## src/rtl/ex_stage_pkg.sv

```systemverilog
// Shared opcode, result-class and divider-state definitions for the execute stage.
// Also holds the helper that recognises divide ops.
package ex_stage_pkg;

   localparam logic [7:0] EXE_NOP_OP  = 8'b0000_0000;
   localparam logic [7:0] EXE_AND_OP  = 8'b0010_0100;
   localparam logic [7:0] EXE_OR_OP   = 8'b0010_0101;
   localparam logic [7:0] EXE_XOR_OP  = 8'b0010_0110;
   localparam logic [7:0] EXE_NOR_OP  = 8'b0010_0111;
   localparam logic [7:0] EXE_SLL_OP  = 8'b0111_1100;
   localparam logic [7:0] EXE_SRL_OP  = 8'b0000_0010;
   localparam logic [7:0] EXE_SRA_OP  = 8'b0000_0011;
   localparam logic [7:0] EXE_ADDU_OP = 8'b0010_0001;
   localparam logic [7:0] EXE_SUBU_OP = 8'b0010_0011;
   localparam logic [7:0] EXE_SLT_OP  = 8'b0010_1010;
   localparam logic [7:0] EXE_SLTU_OP = 8'b0010_1011;
   localparam logic [7:0] EXE_DIV_OP  = 8'b0001_1010;
   localparam logic [7:0] EXE_DIVU_OP = 8'b0001_1011;

   typedef enum logic [2:0] {
      EXE_RES_NOP   = 3'b000,
      EXE_RES_LOGIC = 3'b001,
      EXE_RES_SHIFT = 3'b010,
      EXE_RES_ARITH = 3'b100
   } alusel_e;

   typedef enum logic [1:0] {
      DivIdle = 2'b00,
      DivBusy = 2'b01,
      DivZero = 2'b10,
      DivDone = 2'b11
   } div_state_e;

   function automatic logic is_div_op(input logic [7:0] aluop);
      return (aluop == EXE_DIV_OP) || (aluop == EXE_DIVU_OP);
   endfunction

endpackage

```

## src/rtl/ex_stage_div_iter.sv

```systemverilog
// Iterative restoring divider: one shift-subtract step per cycle on magnitudes,
// sign correction applied on the way out.
module ex_stage_div_iter
   import ex_stage_pkg::*;
#(
   parameter int                DATA_W  = 32,
   parameter logic [DATA_W-1:0] DIV0_LO = '1
) (
   input  logic              clk,
   input  logic              rst,
   input  logic              start,
   input  logic              sign_op,
   input  logic              annul,
   input  logic [DATA_W-1:0] op1,
   input  logic [DATA_W-1:0] op2,
   output logic              busy,
   output logic              done,
   output logic [DATA_W-1:0] quotient,
   output logic [DATA_W-1:0] remainder
);

   localparam int              CNT_W    = $clog2(DATA_W);
   localparam logic [CNT_W-1:0] CNT_LAST = CNT_W'(DATA_W - 1);

   div_state_e        state_r;
   logic [CNT_W-1:0]  count_r;
   logic [DATA_W-1:0] quo_r;
   logic [DATA_W-1:0] rem_r;
   logic [DATA_W-1:0] dvsr_r;
   logic              neg_q_r;
   logic              neg_r_r;
   logic [DATA_W:0]   trial_s;
   logic [DATA_W-1:0] rem_nxt_s;
   logic              q_bit_s;
   logic              op1_neg_s;
   logic              op2_neg_s;

   assign op1_neg_s = sign_op & op1[DATA_W-1];
   assign op2_neg_s = sign_op & op2[DATA_W-1];

   // One restoring step: shift next dividend bit into the partial remainder and try to subtract.
   always_comb begin
      trial_s = {rem_r, quo_r[DATA_W-1]};
      if (trial_s >= {1'b0, dvsr_r}) begin
         q_bit_s   = 1'b1;
         rem_nxt_s = DATA_W'(trial_s - {1'b0, dvsr_r});
      end else begin
         q_bit_s   = 1'b0;
         rem_nxt_s = trial_s[DATA_W-1:0];
      end
   end

   // Divider FSM and datapath registers; divide-by-zero preloads the final LO/HI directly.
   always_ff @(posedge clk or negedge rst) begin
      if (!rst) begin
         state_r <= DivIdle;
         count_r <= '0;
         quo_r   <= '0;
         rem_r   <= '0;
         dvsr_r  <= '0;
         neg_q_r <= 1'b0;
         neg_r_r <= 1'b0;
      end else if (annul) begin
         state_r <= DivIdle;
         count_r <= '0;
      end else begin
         case (state_r)
            DivIdle: begin
               if (start) begin
                  count_r <= '0;
                  if (op2 == '0) begin
                     state_r <= DivZero;
                     quo_r   <= DIV0_LO;
                     rem_r   <= op1;
                     neg_q_r <= 1'b0;
                     neg_r_r <= 1'b0;
                  end else begin
                     state_r <= DivBusy;
                     quo_r   <= op1_neg_s ? -op1 : op1;
                     dvsr_r  <= op2_neg_s ? -op2 : op2;
                     rem_r   <= '0;
                     neg_q_r <= op1_neg_s ^ op2_neg_s;
                     neg_r_r <= op1_neg_s;
                  end
               end
            end
            DivBusy: begin
               quo_r   <= {quo_r[DATA_W-2:0], q_bit_s};
               rem_r   <= rem_nxt_s;
               count_r <= count_r + 1'b1;
               if (count_r == CNT_LAST) begin
                  state_r <= DivDone;
               end
            end
            DivZero: state_r <= DivDone;
            DivDone: state_r <= DivIdle;
            default: state_r <= DivIdle;
         endcase
      end
   end

   // Sign-corrected results; overflow (min / -1) negates back to min, which is the wanted answer.
   always_comb begin
      if (neg_q_r) begin
         quotient = -quo_r;
      end else begin
         quotient = quo_r;
      end
      if (neg_r_r) begin
         remainder = -rem_r;
      end else begin
         remainder = rem_r;
      end
   end

   assign busy = (state_r == DivBusy) || (state_r == DivZero);
   assign done = (state_r == DivDone);

endmodule

```

## src/rtl/ex_stage.sv

```systemverilog
// Execute stage: single-cycle logic/shift/arith results plus an iterative divider
// that holds the pipeline through stall_req_o until HI/LO are ready.
module ex_stage
   import ex_stage_pkg::*;
#(
   parameter int                DATA_W  = 32,
   parameter logic [DATA_W-1:0] DIV0_LO = 32'hFFFF_FFFF
) (
   input  logic              clk,
   input  logic              rst,
   input  logic [7:0]        aluop_i,
   input  logic [2:0]        alusel_i,
   input  logic [DATA_W-1:0] reg1_i,
   input  logic [DATA_W-1:0] reg2_i,
   input  logic [4:0]        wd_i,
   input  logic              wreg_i,
   input  logic              annul_i,
   output logic [4:0]        wd_o,
   output logic              wreg_o,
   output logic [DATA_W-1:0] wdata_o,
   output logic              whilo_o,
   output logic [DATA_W-1:0] hi_o,
   output logic [DATA_W-1:0] lo_o,
   output logic              stall_req_o
);

   localparam int SH_W = $clog2(DATA_W);

   logic              div_start_s;
   logic              div_busy_s;
   logic              div_done_s;
   logic [DATA_W-1:0] div_quo_s;
   logic [DATA_W-1:0] div_rem_s;
   logic [DATA_W-1:0] alu_res_s;
   logic [SH_W-1:0]   shamt_s;

   assign div_start_s = is_div_op(aluop_i);
   assign shamt_s     = reg1_i[SH_W-1:0];

   ex_stage_div_iter #(
      .DATA_W  (DATA_W),
      .DIV0_LO (DIV0_LO)
   ) u_div (
      .clk       (clk),
      .rst       (rst),
      .start     (div_start_s),
      .sign_op   (aluop_i == EXE_DIV_OP),
      .annul     (annul_i),
      .op1       (reg1_i),
      .op2       (reg2_i),
      .busy      (div_busy_s),
      .done      (div_done_s),
      .quotient  (div_quo_s),
      .remainder (div_rem_s)
   );

   // Single-cycle result mux by result class, then by sub-op.
   always_comb begin
      alu_res_s = '0;
      case (alusel_i)
         EXE_RES_LOGIC: begin
            case (aluop_i)
               EXE_OR_OP:  alu_res_s = reg1_i | reg2_i;
               EXE_AND_OP: alu_res_s = reg1_i & reg2_i;
               EXE_XOR_OP: alu_res_s = reg1_i ^ reg2_i;
               EXE_NOR_OP: alu_res_s = ~(reg1_i | reg2_i);
               default:    alu_res_s = '0;
            endcase
         end
         EXE_RES_SHIFT: begin
            case (aluop_i)
               EXE_SLL_OP: alu_res_s = reg2_i << shamt_s;
               EXE_SRL_OP: alu_res_s = reg2_i >> shamt_s;
               EXE_SRA_OP: alu_res_s = $signed(reg2_i) >>> shamt_s;
               default:    alu_res_s = '0;
            endcase
         end
         EXE_RES_ARITH: begin
            case (aluop_i)
               EXE_ADDU_OP: alu_res_s = reg1_i + reg2_i;
               EXE_SUBU_OP: alu_res_s = reg1_i - reg2_i;
               EXE_SLT_OP:  alu_res_s = {{(DATA_W-1){1'b0}}, $signed(reg1_i) < $signed(reg2_i)};
               EXE_SLTU_OP: alu_res_s = {{(DATA_W-1){1'b0}}, reg1_i < reg2_i};
               default:     alu_res_s = '0;
            endcase
         end
         default: alu_res_s = '0;
      endcase
   end

   // Output drive; a divide op seen in IDLE stalls in that same cycle, annul kills stall and HI/LO write.
   always_comb begin
      wd_o        = '0;
      wreg_o      = 1'b0;
      wdata_o     = '0;
      whilo_o     = 1'b0;
      hi_o        = '0;
      lo_o        = '0;
      stall_req_o = 1'b0;
      if (!rst) begin
         wd_o = '0;
      end else begin
         wd_o        = wd_i;
         wreg_o      = wreg_i;
         wdata_o     = alu_res_s;
         whilo_o     = div_done_s & ~annul_i;
         stall_req_o = ~annul_i & (div_busy_s | (div_start_s & ~div_done_s));
         if (whilo_o) begin
            hi_o = div_rem_s;
            lo_o = div_quo_s;
         end else begin
            hi_o = '0;
            lo_o = '0;
         end
      end
   end

endmodule

```

## config.mk

```make
export PLATFORM = sky130hd
export DESIGN_NAME = ex_stage
export DESIGN_NICKNAME = d
export VERILOG_FILES = /design/src/rtl/ex_stage_pkg.sv /design/src/rtl/ex_stage_div_iter.sv /design/src/rtl/ex_stage.sv
export SDC_FILE = /design/constraint.sdc
export NUM_CORES = 1
export LEC_CHECK = 0
export CAP_MARGIN = 20
export CELL_PAD_IN_SITES_DETAIL_PLACEMENT = 1
export CELL_PAD_IN_SITES_GLOBAL_PLACEMENT = 1
export CORE_AREA = 2 2 171 256
export CTS_CLUSTER_DIAMETER = 200
export DETAILED_ROUTE_END_ITERATION = 6
export DIE_AREA = 0 0 173 258
export GPL_ROUTABILITY_DRIVEN = 1
export GPL_TIMING_DRIVEN = 0
export MAX_ROUTING_LAYER = met4
export PLACE_DENSITY_LB_ADDON = 0.1
export SLEW_MARGIN = 5
export SYNTH_ARGS = -nofsm -noshare
export SYNTH_HDL_FRONTEND = slang
export SYNTH_SLANG_ARGS = --single-unit
```

## constraint.sdc

```tcl
create_clock -name clk -period 8.3 [get_ports clk]
set_clock_uncertainty 0.2 [all_clocks]
set_input_delay 1.66 -clock clk [delete_from_list [all_inputs] [get_ports clk]]
set_output_delay 1.66 -clock clk [all_outputs]
set_load 0.03 [all_outputs]
```

# After elaboration in Yosys (flattened, before gate mapping)
# Cells that the tools add are included.
# classes
addsub,8
multipliers,0
div,0
n_lt_le_gt_ge,3
n_eq_ne,23
shift,3
mux,35
bitwise_logic,14
reduce_logical,11
# op_table
operator,count
two-way mux 32 bit,14
one-hot mux 32 bit (4 select lines),2
one-hot mux 32 bit (3 select lines),2
negation 32 bit,4
one-hot mux 32 bit (2 select lines),2
"equality test 8 x 6 -> 1 bit, second input constant",8
< comparator 32 bit,2
subtractor 32 bit,2
greater-or-equal comparator 33 x 32 -> 1 bit,1
adder 32 bit,1
AND 32 bit,1
logical NOT 32 bit,1
inverter 32 bit,1
bitwise OR 32 bit,1
left shift 32 x 5 -> 32 bit,1
>> shifter 32 x 5 -> 32 bit,1
>>> shifter 32 x 5 -> 32 bit,1
XOR 32 bit,1
"equality test 8 x 2 -> 1 bit, second input constant",2
"equality test 8 x 5 -> 1 bit, second input constant",2
two-way mux 5 bit,3
one-hot mux 5 bit (2 select lines),1
"equality test 8 x 7 -> 1 bit, second input constant",1
two-way mux 2 bit,4
other kinds (23),38
# totals
ff_bits,105
latch_bits,0
mem_bits_rw,0
romBits,0
inputBits,84
n_memories,0

# Depth between registers and ports, before layout
# logic_depth
ltp_word,6
ltp_mapped,18
ltp_nobuf,15

# By module
# Synthesis repeated with hierarchy kept, for this count alone.
# hier_totals
cells_unflattened,2671
hier_area_um2,18659.1
# modules_own_cells
module,n_inst,cells_each,area_each_um2,seq_area_each_um2
ex_stage_div_iter,1,1253,9601.7,2627.5
ex_stage,1,1418,9057.4,0.0

# Worst setup path after synthesis
# No wires, ideal clock.
# synth_path
path_type,input-to-output
start,input port reg1_i[2]
end,output port wdata_o[29]
arrival_ns,5.759
required_ns,6.440
slack_ns,0.681
path_stages,15
path_cell_list,inv_2 buf_1 clkbuf_1 buf_1 ha_1 o21ai_0 o21ai_0 a21oi_1 nor2_1 a41o_1 a41o_1 and2_0 o21ai_0 a31oi_1 o41ai_1
# synth_between
elab_chain_cells,4
# synth_lines
element,line_no,source
"start, declared",ex_stage.sv:13,"input logic [DATA_W-1:0] reg1_i,"
"subtractor 32 bit, or another cell as far along",ex_stage.sv:81,EXE_SUBU_OP: alu_res_s = reg1_i - reg2_i;
one-hot mux 32 bit (4 select lines) / one-hot mux 32 bit (3 select lines) (equally long branches),"ex_stage.sv:79, ex_stage.sv:71",
one-hot mux 32 bit (3 select lines) (*),ex_stage.sv:60,case (alusel_i)
two-way mux 32 bit (*),ex_stage.sv:100,if (!rst) begin
"end, declared",ex_stage.sv:20,"output logic [DATA_W-1:0] wdata_o,"
# Every way passes the cells marked *; elsewhere a longest branch is shown, timed or not.

# Final worst setup path
# layout_path
start,input port reg1_i[4]
end,output port wdata_o[31]
# The elaborated chain is that of the path after synthesis.

==> results.yml <==
finish:
  fill_cells: 5477
  drive_above_1_share_pct: 5.542
  fin_cells: 3388
  area.growth.synth_to_final_pct: 17.98
  fin_util_pct: 50.02
  nets: 3037
detailed_routing:
  drc: 0
  vias_per_cell: 6.871
  routedWlPerCell_um: 33.05
  wl_mm: 112.0
  ant_nets: 0
  drtIter0Drc: 2211
  drtPass1Iterations: 6
  vias: 23280
logic_synthesis:
  yosys-top-cells-count: "nand2_1, nor2_1, o21ai_0, a21oi_1, inv_1"
  avgSynthCellArea_um2: 6.923
  synth_edf_count: 0
  yosysUniqueCellTypes: 89
  synth_top_area_share_pct: 14.55
  yosysTopAreaCell: "dfrtp_1"
  synth-compound-area-share_pct: 30.50
  synthArstFlopShare_pct: 100.0
  synth_top_family_by_area: "compound AO/OA/AOI/OAI gates"
  ys_top_cells_by_area: "dfrtp_1, ha_1, o21ai_0"
  synth_most_common_cell: "nand2_1"
  yosys_most_used_dff: "dfrtp_1"
  syn-cell-area_mm2: 0.01806
  synth_fa_ha_area_share_pct: 10.03
  synthSimpleGateAreaFrac_pct: 19.92
  syn_nets: 2835
  ys_seq_area_share_pct: 14.55
  yosys-mux-area-fraction_pct: 7.498
  netlist_instances: 2608
  synth_xor_area_share_pct: 10.14
  ys_seq_elements: 105
  ys_warn_count: 0
power:
  combPwrFrac_pct: 54.3
  clockPowerShare_pct: 18.5
  swShare_pct: 49.13
  switchingPower_w: 0.001265
  total_power_w: 0.002575
  p_leak_nw: 8.632
  internal_power_w: 0.001310
  peakVddDrop_mv: 0.09810
  p_seq_share_pct: 27.2
  powerDensity_mw_per_mm2: 120.9
run_status:
  status: "complete, no violations"
place:
  dp_hpwl_mm: 86.57
  place_congestion: 1.142
  place_ws_ns: -2.440
  placedCellCount: 3369
  io_buffers: 186
clock_tree:
  root_buffer: "clkbuf_16"
  ctsLongestPathBuffers: 2
  clkTransAtPathRegs_ns: 0.07
  htreeDepth: 3
  clk_latency_ns: 0.38
  cts_buffers: 9
  cts_tree: "done"
  cts.sinks: 105
sta:
  timing.slew.headroom_pct: 20.14
  finalSetupViolCount: 0
  tightest_slew_ns: 1.198
  min_period_ns: 8.282
  max_freq_ghz: 0.1207
  fin_ws_ns: 0.01771
  hold_viol_final: 0
  post-route-period-util_pct: 99.79
  setup_tns_ns: 0
  drv_slew: 0
  rsz0062_at_grt: "true"
global_route:
  grt_pass1_wl_mm: 161.8
  antenna_found_initial: 4
  grt_pass1_vias: 24380
  grt_usage_pct: 50.17
  gr-total-overflow: 0
  grt_max_degree: 78
critical_path:
  crit_fanout: 10
  critical_path_arrival_ns: 6.42
  cp_data_required_time_ns: 6.44
  worstSetupStartpointType: "input port"
  endpoint_kind: "primary output"
  worstSetupPathType: "in2out"
min_path:
  worst_hold_path_type: "reg2reg"
floorplan:
  pin_count: 188
  num_rows: 93
  die_w_um: 173
  die_area_mm2: 0.04463
  initial_core_util_pct: 42.40
  die_h_um: 258
  coreArea_mm2: 0.04259
run:
  drv_cap: 0
## cell families (layout without fill, tap and decap cells)
family | Yosys count | in the layout
AO/OA/AOI/OAI | 884 | 884
XOR/XNOR | 209 | 209
adder cells (fa/ha/maj) | 143 | 143
buffers and inverters | 338 | 545
flip-flops | 105 | 105
multiplexers | 121 | 121
other | 0 | 3
AND/OR/NAND/NOR | 808 | 808
## sequential cells by signal, indices dropped and copies added (netlist names)
signal         flops
u_div.neg_r_r      1
u_div.dvsr_r      32
u_div.neg_q_r      1
u_div.rem_r       32
u_div.state_r      2
u_div.quo_r       32
u_div.count_r      5
## repair_timing
action / 4_1_cts / 5_1_grt
hold buffers: 0 / 0
gates resized for setup: 106 / 43
gates cloned: 0 / 0
setup endpoints to repair: 32 / 25
pin swaps: 2 / 4
setup buffers: 0 / 1
hold endpoints to repair: 0 / 0
## power groups by stage
| stage | Sequential, W | Clock (W) | Combinational, W |
|---|---|---|---|
| 2_1_floorplan | 0.000660 | 0 | 0.000821 |
| 3_3_place_gp | 0.000688 | 0 | 0.00123 |
| 3_5_place_dp | 0.000698 | 0 | 0.00128 |
| 4_1_cts | 0.000691 | 0.000471 | 0.00132 |
| 5_1_grt | 0.000705 | 0.000484 | 0.00147 |
| 6_report | 0.000700 | 0.000476 | 0.00140 |
## metal layers
metal	track usage, %	share of wire, %
met3	10.19	7.7
met5	-	0
met4	53.74	13
met2	81.81	47
met1	47.59	33
## through the flow
step | cell area (um2) | hold slack [ns]
2_1_floorplan | 18060 | 0.2859
5_1_grt | 21300 | 0.3576
4_1_cts | 21200 | 0.3414
3_5_place_dp | 20700 | 0.3197
6_report | 21300 | 0.3448
3_3_place_gp | 20630 | 0.3000
## cell type report
class | instances | area (um2) | share of cell area, %
sequential | 105 | 2628 | 12.33
buffer | 186 | 842.1 | 3.953
clock buffer | 11 | 252.7 | 1.186
inverter | 150 | 566.8 | 2.661
multi-input combinational | 2165 | 14310 | 67.19
tap | 570 | 713.2 | 3.348
timing repair buffer | 193 | 1917 | 8.999
antenna | 3 | 7.507 | 0.03524
clock inverter | 5 | 62.56 | 0.2937
## worst max-delay path, stage by stage
cell,delay (ns)
clkdlybuf4s50_1,0.71
clkbuf_4,0.33
inv_1,0.09
buf_2,0.29
ha_4,0.39
inv_1,0.09
a2111oi_2,0.46
a21oi_2,0.17
a31oi_4,0.35
o41ai_4,0.16
a41oi_2,0.33
o31ai_2,0.11
a221oi_1,0.35
xor2_1,0.18
mux2i_1,0.10
o32ai_2,0.35
clkbuf_4,0.27
## cell usage in the layout, fill, tap and decap left out, types with 9 or more instances in the layout
cell type	Yosys	routed
nand2_1	301	301
nor2_1	280	280
o21ai_0	267	264
a21oi_1	235	231
clkdlybuf4s50_1	0	161
inv_1	146	146
xnor2_1	139	139
ha_1	140	138
clkbuf_1	145	130
dfrtp_1	105	105
mux2i_1	88	86
xor2_1	70	70
nor3_1	43	43
a211oi_1	38	38
o31ai_1	38	37
a221oi_1	39	36
nand3_1	35	35
a31oi_1	38	35
o22ai_1	36	35
a21o_1	25	25
o211ai_1	25	25
mux2_2	24	24
nand2b_1	22	22
nor2b_1	22	22
buf_1	27	19
a22oi_1	19	19
and2_1	15	16
o41ai_1	18	15
o21bai_1	15	15
nor4_1	16	15
or3_1	15	15
buf_2	9	12
or4_1	12	12
nand4_1	11	11
buf_4	2	10
dlygate4sd2_1	0	10
clkbuf_2	0	9
mux4_2	9	9
clkbuf_16	0	9
## worst paths after layout
kind | to | depth (start not counted) | slack, ns | startpoint
max | wdata_o[31] | 17 | 0.02 | reg1_i[4]
min | u_div.dvsr_r[0] | 1 | 0.34 | u_div.dvsr_r[0]
max reg2reg | u_div.rem_r[10] | 12 | 3.74 | u_div.rem_r[16]
min reg2reg | u_div.dvsr_r[0] | 1 | 0.34 | u_div.dvsr_r[0]
max in group asynchronous | u_div.quo_r[14] | 2 | 6.17 | rst
min in group asynchronous | u_div.rem_r[7] | 1 | 0.97 | rst
No activity file was read; power rests on OpenSTA's default activity.
